$ cat config.mk
export PLATFORM = sky130hd
export DESIGN_NAME = lp_pivot_col_stage
export DESIGN_NICKNAME = d
export VERILOG_FILES = /design/src/rtl/lp_pkg.sv /design/src/rtl/lp_argmin_acc.sv /design/src/rtl/lp_pivot_col_stage.sv
export SDC_FILE = /design/constraint.sdc
export NUM_CORES = 1
export LEC_CHECK = 0
export ABC_CLOCK_PERIOD_IN_PS = 2500
export BUFFER_PORTS_ARGS = -buffer_cell sky130_fd_sc_hd__buf_2
export CAP_MARGIN = 20
export CORE_AREA = 5 5 152 154
export DETAILED_ROUTE_END_ITERATION = 10
export DIE_AREA = 0 0 157 159
export GPL_ROUTABILITY_DRIVEN = 0
export PLACE_DENSITY = 0.48
export SETUP_SLACK_MARGIN = 0.5
export SYNTH_ARGS = -nofsm -noshare
export SYNTH_HDL_FRONTEND = slang
export SYNTH_SLANG_ARGS = --single-unit
$ cat constraint.sdc
create_clock -name aclk -period 2.5 [get_ports aclk]
set_input_delay 0.125 -clock aclk [delete_from_list [all_inputs] [get_ports aclk]]
set_output_delay 0.125 -clock aclk [all_outputs]
set_load 0.03 [all_outputs]
$ cat src/rtl/lp_pkg.sv
// Shared types and defaults for the LP simplex core.
// Optional Bland's-rule pivoting is selected with LP_PIVOT_COL_BLAND_EN.
package lp_pkg;

  localparam int LP_DATA_W   = 32;
  localparam int LP_MAX_COLS = 64;
  localparam int LP_IDX_W    = $clog2(LP_MAX_COLS);
  localparam int LP_TIMEOUT  = 1024;

  typedef enum logic [2:0] {
    PC_IDLE,
    PC_SCAN,
    PC_DONE,
    PC_WAIT_LOW,
    PC_FAULT
  } pcol_state_t;

  typedef logic signed [LP_DATA_W-1:0] lp_coeff_t;

endpackage

$ cat src/rtl/lp_argmin_acc.sv
// Running signed min/index accumulator with clear and enable.
// Outputs are next-state values so the final beat is visible on the same edge.
module lp_argmin_acc
  import lp_pkg::*;
#(
  parameter int DATA_W = LP_DATA_W,
  parameter int IDX_W  = LP_IDX_W
) (
  input  logic                     clk,
  input  logic                     rst_n,
  input  logic                     clr_i,
  input  logic                     en_i,
`ifdef LP_PIVOT_COL_BLAND_EN
  input  logic                     bland_i,
`endif
  input  logic signed [DATA_W-1:0] data_i,
  input  logic [IDX_W-1:0]         idx_i,
  output logic signed [DATA_W-1:0] best_o,
  output logic [IDX_W-1:0]         idx_o,
  output logic                     found_o
);

  logic signed [DATA_W-1:0] best_q, best_d;
  logic [IDX_W-1:0]         idx_q, idx_d;
  logic                     found_q, found_d;
  logic                     take;

  always_comb begin
`ifdef LP_PIVOT_COL_BLAND_EN
    take = bland_i ? (!found_q && (data_i < 0))
                   : (data_i < best_q);
`else
    take = data_i < best_q;
`endif
  end

  always_comb begin
    best_d  = best_q;
    idx_d   = idx_q;
    found_d = found_q;
    if (clr_i) begin
      best_d  = '0;
      idx_d   = '0;
      found_d = 1'b0;
    end else if (en_i && take) begin
      best_d  = data_i;
      idx_d   = idx_i;
      found_d = 1'b1;
    end
  end

  always_ff @(posedge clk or negedge rst_n) begin
    if (!rst_n) begin
      best_q  <= '0;
      idx_q   <= '0;
      found_q <= 1'b0;
    end else begin
      best_q  <= best_d;
      idx_q   <= idx_d;
      found_q <= found_d;
    end
  end

  assign best_o  = best_d;
  assign idx_o   = idx_d;
  assign found_o = found_d;

endmodule

$ cat src/rtl/lp_pivot_col_stage.sv
// Pivot-column stage: picks the entering column from the objective row.
// LP_PIVOT_COL_BLAND_EN selects Bland's rule instead of most-negative.
module lp_pivot_col_stage
  import lp_pkg::*;
#(
  parameter int DATA_W         = LP_DATA_W,
  parameter int MAX_COLS       = LP_MAX_COLS,
  parameter int IDX_W          = $clog2(MAX_COLS),
  parameter int TIMEOUT_CYCLES = LP_TIMEOUT
) (
  input  logic              aclk,
  input  logic              aresetn,
  input  logic              pivot_col_valid,
  input  logic [IDX_W:0]    num_cols,
  input  logic [DATA_W-1:0] s_tdata,
  input  logic              s_tvalid,
  input  logic              s_tlast,
  output logic              s_tready,
  output logic              pivot_col_done,
  output logic              pivot_col_stop,
  output logic [IDX_W-1:0]  pivot_col_idx,
  output logic [DATA_W-1:0] pivot_col_val,
  output logic              optimal
);

  localparam int TW = $clog2(TIMEOUT_CYCLES + 1);
  localparam logic [IDX_W:0] MAXC = (IDX_W+1)'(MAX_COLS);
  localparam logic [TW-1:0]  TLIM = TW'(TIMEOUT_CYCLES - 1);

  pcol_state_t state_q, state_d;
  logic [IDX_W:0]  ncols_q, ncols_d;
  logic [IDX_W:0]  count_q, count_d;
  logic [TW-1:0]   timer_q, timer_d;
  logic [IDX_W-1:0]  idx_q;
  logic [DATA_W-1:0] val_q;
  logic              opt_q;

  logic [IDX_W:0] cnt_inc;
  logic beat, clr, en, load;
  logic signed [DATA_W-1:0] acc_best;
  logic [IDX_W-1:0]         acc_idx;
  logic                     acc_found;

  // Valid gates ready so a beat on the abort cycle is never taken.
  assign s_tready = (state_q == PC_SCAN) && pivot_col_valid;
  assign beat     = s_tvalid && s_tready;
  assign cnt_inc  = count_q + 1'b1;

  always_comb begin
    state_d = state_q;
    ncols_d = ncols_q;
    count_d = count_q;
    timer_d = timer_q;
    clr     = 1'b0;
    en      = 1'b0;
    load    = 1'b0;
    unique case (state_q)
      PC_IDLE: begin
        if (pivot_col_valid) begin
          if (num_cols == '0 || num_cols > MAXC) begin
            state_d = PC_FAULT;
          end else begin
            ncols_d = num_cols;
            count_d = '0;
            timer_d = '0;
            clr     = 1'b1;
            state_d = PC_SCAN;
          end
        end
      end
      PC_SCAN: begin
        if (!pivot_col_valid) begin
          state_d = PC_IDLE;
        end else if (beat) begin
          en      = 1'b1;
          timer_d = '0;
          count_d = cnt_inc;
          if (s_tlast) begin
            if (cnt_inc == ncols_q) begin
              state_d = PC_DONE;
              load    = 1'b1;
            end else begin
              state_d = PC_FAULT;
            end
          end else if (cnt_inc == ncols_q) begin
            state_d = PC_FAULT;
          end
        end else if (timer_q == TLIM) begin
          state_d = PC_FAULT;
        end else begin
          timer_d = timer_q + 1'b1;
        end
      end
      PC_DONE: state_d = PC_WAIT_LOW;
      PC_WAIT_LOW: begin
        if (!pivot_col_valid) state_d = PC_IDLE;
      end
      PC_FAULT: state_d = PC_FAULT;
      default:  state_d = PC_IDLE;
    endcase
  end

  lp_argmin_acc #(
    .DATA_W (DATA_W),
    .IDX_W  (IDX_W)
  ) u_acc (
    .clk     (aclk),
    .rst_n   (aresetn),
    .clr_i   (clr),
    .en_i    (en),
`ifdef LP_PIVOT_COL_BLAND_EN
    .bland_i (1'b1),
`endif
    .data_i  ($signed(s_tdata)),
    .idx_i   (count_q[IDX_W-1:0]),
    .best_o  (acc_best),
    .idx_o   (acc_idx),
    .found_o (acc_found)
  );

  always_ff @(posedge aclk or negedge aresetn) begin
    if (!aresetn) begin
      state_q <= PC_IDLE;
      ncols_q <= '0;
      count_q <= '0;
      timer_q <= '0;
      idx_q   <= '0;
      val_q   <= '0;
      opt_q   <= 1'b0;
    end else begin
      state_q <= state_d;
      ncols_q <= ncols_d;
      count_q <= count_d;
      timer_q <= timer_d;
      if (load) begin
        idx_q <= acc_idx;
        val_q <= acc_best;
        opt_q <= ~acc_found;
      end
    end
  end

  assign pivot_col_done = (state_q == PC_DONE);
  assign pivot_col_stop = (state_q == PC_FAULT);
  assign pivot_col_idx  = idx_q;
  assign pivot_col_val  = val_q;
  assign optimal        = opt_q;

endmodule

==> flow_summary.ini, run 1 <==
[grt]
grt_max_degree = 45
grt_usage_pct = 13.1
antenna_found_initial = 0
grt_pass1_vias = 5234
gr-total-overflow = 0
grt_pass1_wl_mm = 26.6

[floorplan]
io_pins = 86
core_area_um2 = 21600
die_area_um2 = 25000
die_x_um = 157
start_util_pct = 29.3
rows = 54
fp.dieH_um = 159

[route]
dr.first_iter.drc_count = 190
route.detailed.wl_per_inst_um = 15.5
vias = 4972
drc_errors = 0
wl_mm = 16.3
via_per_inst = 4.75
firstDrtPassIters = 4
postRouteAntennaNets = 0

[placed_design]
dpl-instance-area_um2 = 7480
dpl.hpwl_mm = 11.3
numPortBuffers = 85

[power]
p_sw_w = 0.00179
p_int_w = 0.00361
leakage_nw = 4.19
peakVddDrop_mv = 0.404
switching_share_pct = 33.1
p_clk_share_pct = 27.7
p_seq_share_pct = 39.9
powerDensity_nw_per_um2 = 643
power_frac_comb_pct = 32.3
power.total_w = 0.00540

[final_layout]
antenna_cells = 0
layout-drive-gt1-share_pct = 30.4
nets = 838
final_common_cell = mux2i_1
multi_input_area_um2 = 3500
register_area_um2 = 2660
final_cell_area_um2 = 8400
syn_to_final_growth_pct = 33.1
final_cell_mix = 148 x mux2i_1, 102 x dfrtp_1, 84 x buf_2, 69 x inv_1
fill_cells = 2129

[synthesis]
synthesis.nets = 690
yosysUniqueCellTypes = 49
synth.avg_cell_area_um2 = 10.3
syn_area_um2 = 6310
synth_edf_count = 0
synthCells = 613
seq_area_frac_synth_pct = 42.0
async_flop_share_pct = 100
ys_ff_latch = 106
synth_ff_type = dfrtp_1
yosys_warnings = 0

[sta]
slew_viol_final = 0
tightest_slew_ns = 0.581
slew_headroom_pct = 61.3
period_share_pct = 106
fin_ws_ns = -0.151
rsz0062_at_grt = true
finClkSkew_ns = 0.00663
fin_crit_ns = 2.65
finalSetupViolations = 77
max_freq_mhz = 377
hold_viol = 0

[outcome]
failed_checks = negative setup slack
outcome = complete, but fails checks

[clock_network]
clockBufferDepth = 2
clock-sinks = 106
cts_buffers = 9
clockRootBuffer = clkbuf_16
path_clk_slew_ns = 0.08
htreeDepth = 3
clk_latency_ns = 0.35
cts_tree = built

[worst_setup_path]
crit_required_ns = 2.75
end_kind = register
cp-start-kind = register
worstSetupPathType = reg -> reg
crit_path_max_fanout = 7
arrival_ns = 2.90

[run]
max-cap-violations = 0

[hold_path]
hp-class = in -> reg
==> final cells by class <==
type                            count  share of cell area (%)
Clock inverter                      5                   0.760
Timing Repair Buffer              167                    15.7
Sequential cell                   106                    31.6
Multi-Input combinational cell    406                    41.6
Tap cell                          280                    4.17
Clock buffer                       11                    2.89
Inverter                           71                    3.17
==> worst max-delay path, cell delays in order (launching register included) <==
cell,delay (ns)
dfrtp_1,0.35
inv_1,0.04
ha_1,0.29
nand4_1,0.14
nor3_2,0.28
nand2_1,0.10
o221ai_2,0.19
a41oi_2,0.12
buf_4,0.16
mux2i_4,0.18
buf_12,0.14
buf_4,0.15
clkbuf_16,0.16
a31o_2,0.22
==> flip-flops by register name, summed over array words and instances (netlist names) <==
signal,count
u_acc.found_q,1
pivot_col_val,32
u_acc.best_q,32
pivot_col_idx,6
timer_q,11
optimal,1
state_q,3
u_acc.idx_q,6
count_q,7
ncols_q,7
==> cell usage after synthesis (all sizes together) (2+ instances only) <==
| master | n | area share (%) |
|---|---|---|
| or4 | 2 | 0.24 |
| nand3 | 11 | 0.87 |
| ha | 33 | 6.5 |
| o211a | 2 | 0.32 |
| nor3 | 9 | 0.71 |
| xnor2 | 10 | 1.4 |
| o31ai | 3 | 0.36 |
| mux2 | 7 | 1.2 |
| nor3b | 4 | 0.56 |
| clkbuf | 6 | 0.36 |
| o21a | 4 | 0.48 |
| inv | 71 | 4.2 |
| a21oi | 13 | 1.0 |
| xor2 | 3 | 0.42 |
| nor2b | 2 | 0.20 |
| nand2b | 2 | 0.20 |
| a21o | 3 | 0.36 |
| nor2 | 22 | 1.3 |
| and3 | 6 | 0.60 |
| mux2i | 153 | 24 |
| a31o | 2 | 0.28 |
| nand2 | 60 | 3.6 |
| a221oi | 2 | 0.28 |
| o21ai | 17 | 1.3 |
| o211ai | 4 | 0.48 |
| a211oi | 5 | 0.60 |
| nand4 | 4 | 0.40 |
| buf | 24 | 2.5 |
| or3 | 5 | 0.50 |
| dfrtp | 106 | 42 |
| nor4 | 3 | 0.30 |
==> routing by layer <==
| layer | GRT usage [%] | up-vias | share of wire (%) |
|---|---|---|---|
| met4 | 4.10 | 0 | 1.3 |
| li1 | - | 2429 | - |
| met5 | 0 | - | 0 |
| met2 | 22.4 | 80 | 50 |
| met3 | 2.56 | 15 | 4.2 |
| met1 | 16.6 | 2448 | 44 |
==> per-stage QoR <==
step | hold WS, ns | std cells | setup TNS [ns] | setup slack (ns) | util (%)
CTS | 0.000961 | 1035 | -8.35 | -0.154 | 37.8
detailed placement | 0.164 | 997 | -16.20 | -0.256 | 34.7
global route | 0.0164 | 1046 | -19.78 | -0.302 | 39.0
global placement | 0.152 | 997 | -13.63 | -0.201 | 34.7
floorplan | -0.171 | 613 | 0 | 0.00532 | -
finish | 0.0179 | 1046 | -5.78 | -0.151 | 39.0
==> power groups by stage <==
stage          combinational, W  clock (W)  sequential (W)
6_report                0.00175    0.00150         0.00216
3_5_place_dp            0.00145          0         0.00221
2_1_floorplan          0.000919          0         0.00218
3_3_place_gp            0.00141          0         0.00220
4_1_cts                 0.00166    0.00155         0.00216
5_1_grt                 0.00194    0.00160         0.00219
==> logic make-up (layout without fill, tap and decap cells) <==
group / Yosys count / count (layout) / synth area share [%]
adders and majority gates: 33 / 33 / 6.55
buffers and inverters: 101 / 254 / 7.08
xor gates and xnor gates: 13 / 13 / 1.80
DFF: 106 / 106 / 42.0
muxes: 160 / 160 / 25.5
and+or+nand+nor: 135 / 135 / 10.1
AOI/OAI and AO/OA: 65 / 65 / 6.92
==> path summary, 6_finish.rpt <==
kind / end / cells after the start / slack [ns] / start
min in group asynchronous: state_q[1]$_DFFE_PN0P_ / 2 / 0.31 / aresetn
hold reg to reg: timer_q[6]$_DFFE_PN0P_ / 1 / 0.50 / timer_q[6]$_DFFE_PN0P_
max in group asynchronous: count_q[3]$_DFFE_PN0P_ / 3 / 1.39 / aresetn
setup / recovery: optimal$_DFFE_PN0P_ / 13 / -0.15 / u_acc.best_q[13]$_DFF_PN0_
setup reg to reg: optimal$_DFFE_PN0P_ / 13 / -0.15 / u_acc.best_q[13]$_DFF_PN0_
hold / removal: ncols_q[5]$_DFFE_PN0P_ / 2 / 0.02 / num_cols[5]
==> timing repair <==
action                                  in CTS  in global routing
pin swaps                                   13                  8
endpoints found under the setup margin      89                 93
gates resized for setup                     31                 32
setup buffers                               16                  9
cloned                                       3                  2
hold buffers                                 3                  0
endpoints found under the hold margin       40                  0
(Power assumes the default switching activity.)
==> inputs of run 2 (changes only) <==
--- a/config.mk
+++ b/config.mk
@@ -8,12 +8,14 @@
 export ABC_CLOCK_PERIOD_IN_PS = 2500
 export BUFFER_PORTS_ARGS = -buffer_cell sky130_fd_sc_hd__buf_2
 export CAP_MARGIN = 20
-export CORE_AREA = 5 5 152 154
+export CORE_AREA = 5 5 165 167
 export DETAILED_ROUTE_END_ITERATION = 10
-export DIE_AREA = 0 0 157 159
+export DIE_AREA = 0 0 170 172
 export GPL_ROUTABILITY_DRIVEN = 0
 export PLACE_DENSITY = 0.48
+export REMOVE_ABC_BUFFERS = 1
 export SETUP_SLACK_MARGIN = 0.5
 export SYNTH_ARGS = -nofsm -noshare
 export SYNTH_HDL_FRONTEND = slang
+export SYNTH_HIERARCHICAL = 1
 export SYNTH_SLANG_ARGS = --single-unit
==> run 2 against run 1 <==
  * The run still ends with negative setup slack left
  * Worst hold slack better by 0.035 ns
  * First-iteration DRC count grew to 2.9 times the previous value
  * Worst setup slack worse by 0.20 ns
  * Cell area is 28% higher
  * Register-to-register slack worse by 0.20 ns
  * Sequential share of layout area is 7.0 points lower
  * Routed wire length is 46% higher
  * Fmax is 7.0% lower
  * Sequential power is 12% higher
  * Synthesized cell count is 32% higher
==> flow_summary.ini, run 2 <==
[power]
p_seq_share_pct = 22.6
p_int_w = 0.00627
leakage_nw = 4.72
p_clk_share_pct = 12.8
switching_share_pct = 41.4
powerDensity_nw_per_um2 = 995
p_sw_w = 0.00443
peakVddDrop_mv = 0.452
power_frac_comb_pct = 64.5

[worst_setup_path]
end_kind = register
rr_worst_depth = 13
arrival_ns = 3.09
r2r_slack_ns = -0.35
crit_path_max_fanout = 5
r2r_start = u_acc/best_q[23]$_DFF_PN0_
startpoint = u_acc/best_q[23]$_DFF_PN0_
rr_endpoint = pivot_col_val[14]$_DFFE_PN0P_
crit_required_ns = 2.74
worstSetupPathType = reg -> reg
cp-start-kind = register
cp-endpoint = pivot_col_val[14]$_DFFE_PN0P_

[placed_design]
numPortBuffers = 85
dp_cells = 1291
dpl.hpwl_mm = 14.7
dpl-instance-area_um2 = 9290

[clock_network]
clockBufferDepth = 2
path_clk_slew_ns = 0.08
clk_latency_ns = 0.36
clockRootBuffer = clkbuf_16
htreeDepth = 3
clock-sinks = 106
cts_buffers = 9
cts_tree = built

[grt]
antenna_found_initial = 2
grt_pass1_vias = 7103
grt_max_degree = 66
grt_usage_pct = 15.7
grt_pass1_wl_mm = 37.7
gr-total-overflow = 0

[sta]
slew_headroom_pct = 61.0
slew_viol_final = 0
final.setup.tns_ns = -15.31
fin_ws_ns = -0.350
hold_viol = 0
period_share_pct = 114
max_freq_mhz = 351
fin_crit_ns = 2.85
finClkSkew_ns = 0.0101
hold_slack_ns = 0.0525
finalSetupViolations = 74
tightest_slew_ns = 0.570
rsz0062_at_grt = true

[route]
firstDrtPassIters = 5
vias = 7381
via_per_inst = 5.44
route.detailed.wl_per_inst_um = 17.4
wl_mm = 23.7
postRouteAntennaNets = 0
dr.first_iter.drc_count = 548
drc_errors = 0

[final_layout]
register_area_um2 = 2650
final_cell_mix = 141 x buf_4, 106 x dfrtp_1, 84 x buf_2, 74 x nand4b_1, 47 x nor2_1
layout-drive-gt1-share_pct = 39.5
fin_cells = 1356
final_common_cell = buf_4
multi_input_area_um2 = 4900
nets = 1091
syn_to_final_growth_pct = 41.9
final_cell_area_um2 = 10800
fin_util_pct = 42.0
fill_cells = 2520

[synthesis]
synth_most_common_cell = dfrtp_1
seq_area_frac_synth_pct = 35.0
ys_ff_latch = 106
synth_edf_count = 0
synth_top_area_cell = dfrtp_1
synthCells = 808
yosys.area.top_type_share_pct = 35.0
synth.avg_cell_area_um2 = 9.39
syn_area_um2 = 7580
async_flop_share_pct = 100
synthTopCellsByCount = 106 x dfrtp_1, 74 x nand4b_1, 54 x nand3_1, 52 x clkbuf_1, 48 x nor2_1
synth_ff_type = dfrtp_1
yosys_warnings = 6
synth_top_cells_by_area = dfrtp_1 35%, nand4b_1 8.5%, mux2_1 5.6%
yosysUniqueCellTypes = 62

[outcome]
failed_checks = negative setup slack
outcome = complete, but fails checks

[floorplan]
rows = 59
io_pins = 86
core_area_um2 = 25600
fp.dieH_um = 172
die_x_um = 170
start_util_pct = 29.6
die_area_um2 = 29200

[run]
max-cap-violations = 0

[hold_path]
hp-class = in -> reg
==> run 2: changes by cell type after synthesis, sizes merged, moves of 28 or more <==
cell	before	now
mux2i	153	1
nand4b	1	74
clkbuf	6	52
nand3	11	55
a31oi	1	43
mux2	7	45
o311a	0	37
nand2	60	27
nor4	3	34
o311ai	1	31
inv	71	43
==> run 2: cells by family after synthesis <==
| logic type | share of synthesized area, % |
|---|---|
| and+or+nand+nor | 24.2 |
| AOI/OAI and AO/OA | 19.3 |
| buffers and inverters | 7.84 |
| DFF | 35.0 |
| muxes | 6.81 |
| adders and majority gates | 5.44 |
| xor gates and xnor gates | 1.45 |
==> run 2: worst min-delay path by stage <==
stage,from,end,cells past startpoint
after floorplan,aresetn,count_q[0]$_DFFE_PN0P_,0
after global placement,aresetn,timer_q[2]$_DFFE_PN0P_,1
after detailed placement,aresetn,timer_q[0]$_DFFE_PN0P_,1
after CTS,num_cols[5],ncols_q[5]$_DFFE_PN0P_,2
after global routing,num_cols[4],ncols_q[4]$_DFFE_PN0P_,2
final,num_cols[5],ncols_q[5]$_DFFE_PN0P_,2
==> run 2: critical path, cell delays in order, from the launching register on <==
cell and delay (ns):
dfrtp_1 0.35, inv_2 0.06, ha_4 0.27, nand2_2 0.07, or4_4 0.56, buf_6 0.14, o211ai_4 0.21, buf_12 0.17
buf_8 0.11, buf_12 0.11, nor4_2 0.04, a31oi_1 0.20, o311ai_2 0.14, mux2_1 0.30
==> run 2: per-layer routing <==
layer  up-vias  GRT usage (%)  part of all wire [%]
li1       3586              -                     -
met4         0           4.31                   1.4
met5         -              0                     0
met2       162           25.1                    46
met3        19           2.51                   4.3
met1      3614           22.2                    48
==> run 2: metrics by stage <==
stage	setup WS (ns)	power, W
detailed placement	-0.417	0.00777
floorplan	-4.34	0.00568
global route	-0.500	0.0115
finish	-0.350	0.0107
global placement	-0.389	0.00773
CTS	-0.354	0.0101
==> run 2: power by group through the flow <==
stage / Clock (W) / Combinational, W / Sequential [W]
global placement: 0 / 0.00529 / 0.00244
floorplan: 0 / 0.00302 / 0.00266
finish: 0.00138 / 0.00691 / 0.00242
CTS: 0.00144 / 0.00619 / 0.00242
detailed placement: 0 / 0.00532 / 0.00245
global route: 0.00149 / 0.00753 / 0.00248
==> run 2: layout make-up <==
cell class / instances / share of cell area (%)
inverters: 43 / 1.55
well taps: 335 / 3.89
clock inverters: 5 / 0.384
clock buffers: 11 / 2.16
diodes: 2 / 0.0465
repair buffers: 276 / 21.8
flip-flops and latches: 106 / 24.6
multi-input cells: 578 / 45.5
==> run 2: timing repair <==
action | in CTS | in global routing
hold endpoints to repair | 35 | 0
setup buffers | 25 | 13
resized for setup | 78 | 61
hold buffers | 1 | 0
pin swaps | 21 | 17
endpoints found under the setup margin | 84 | 92
cloned | 5 | 3
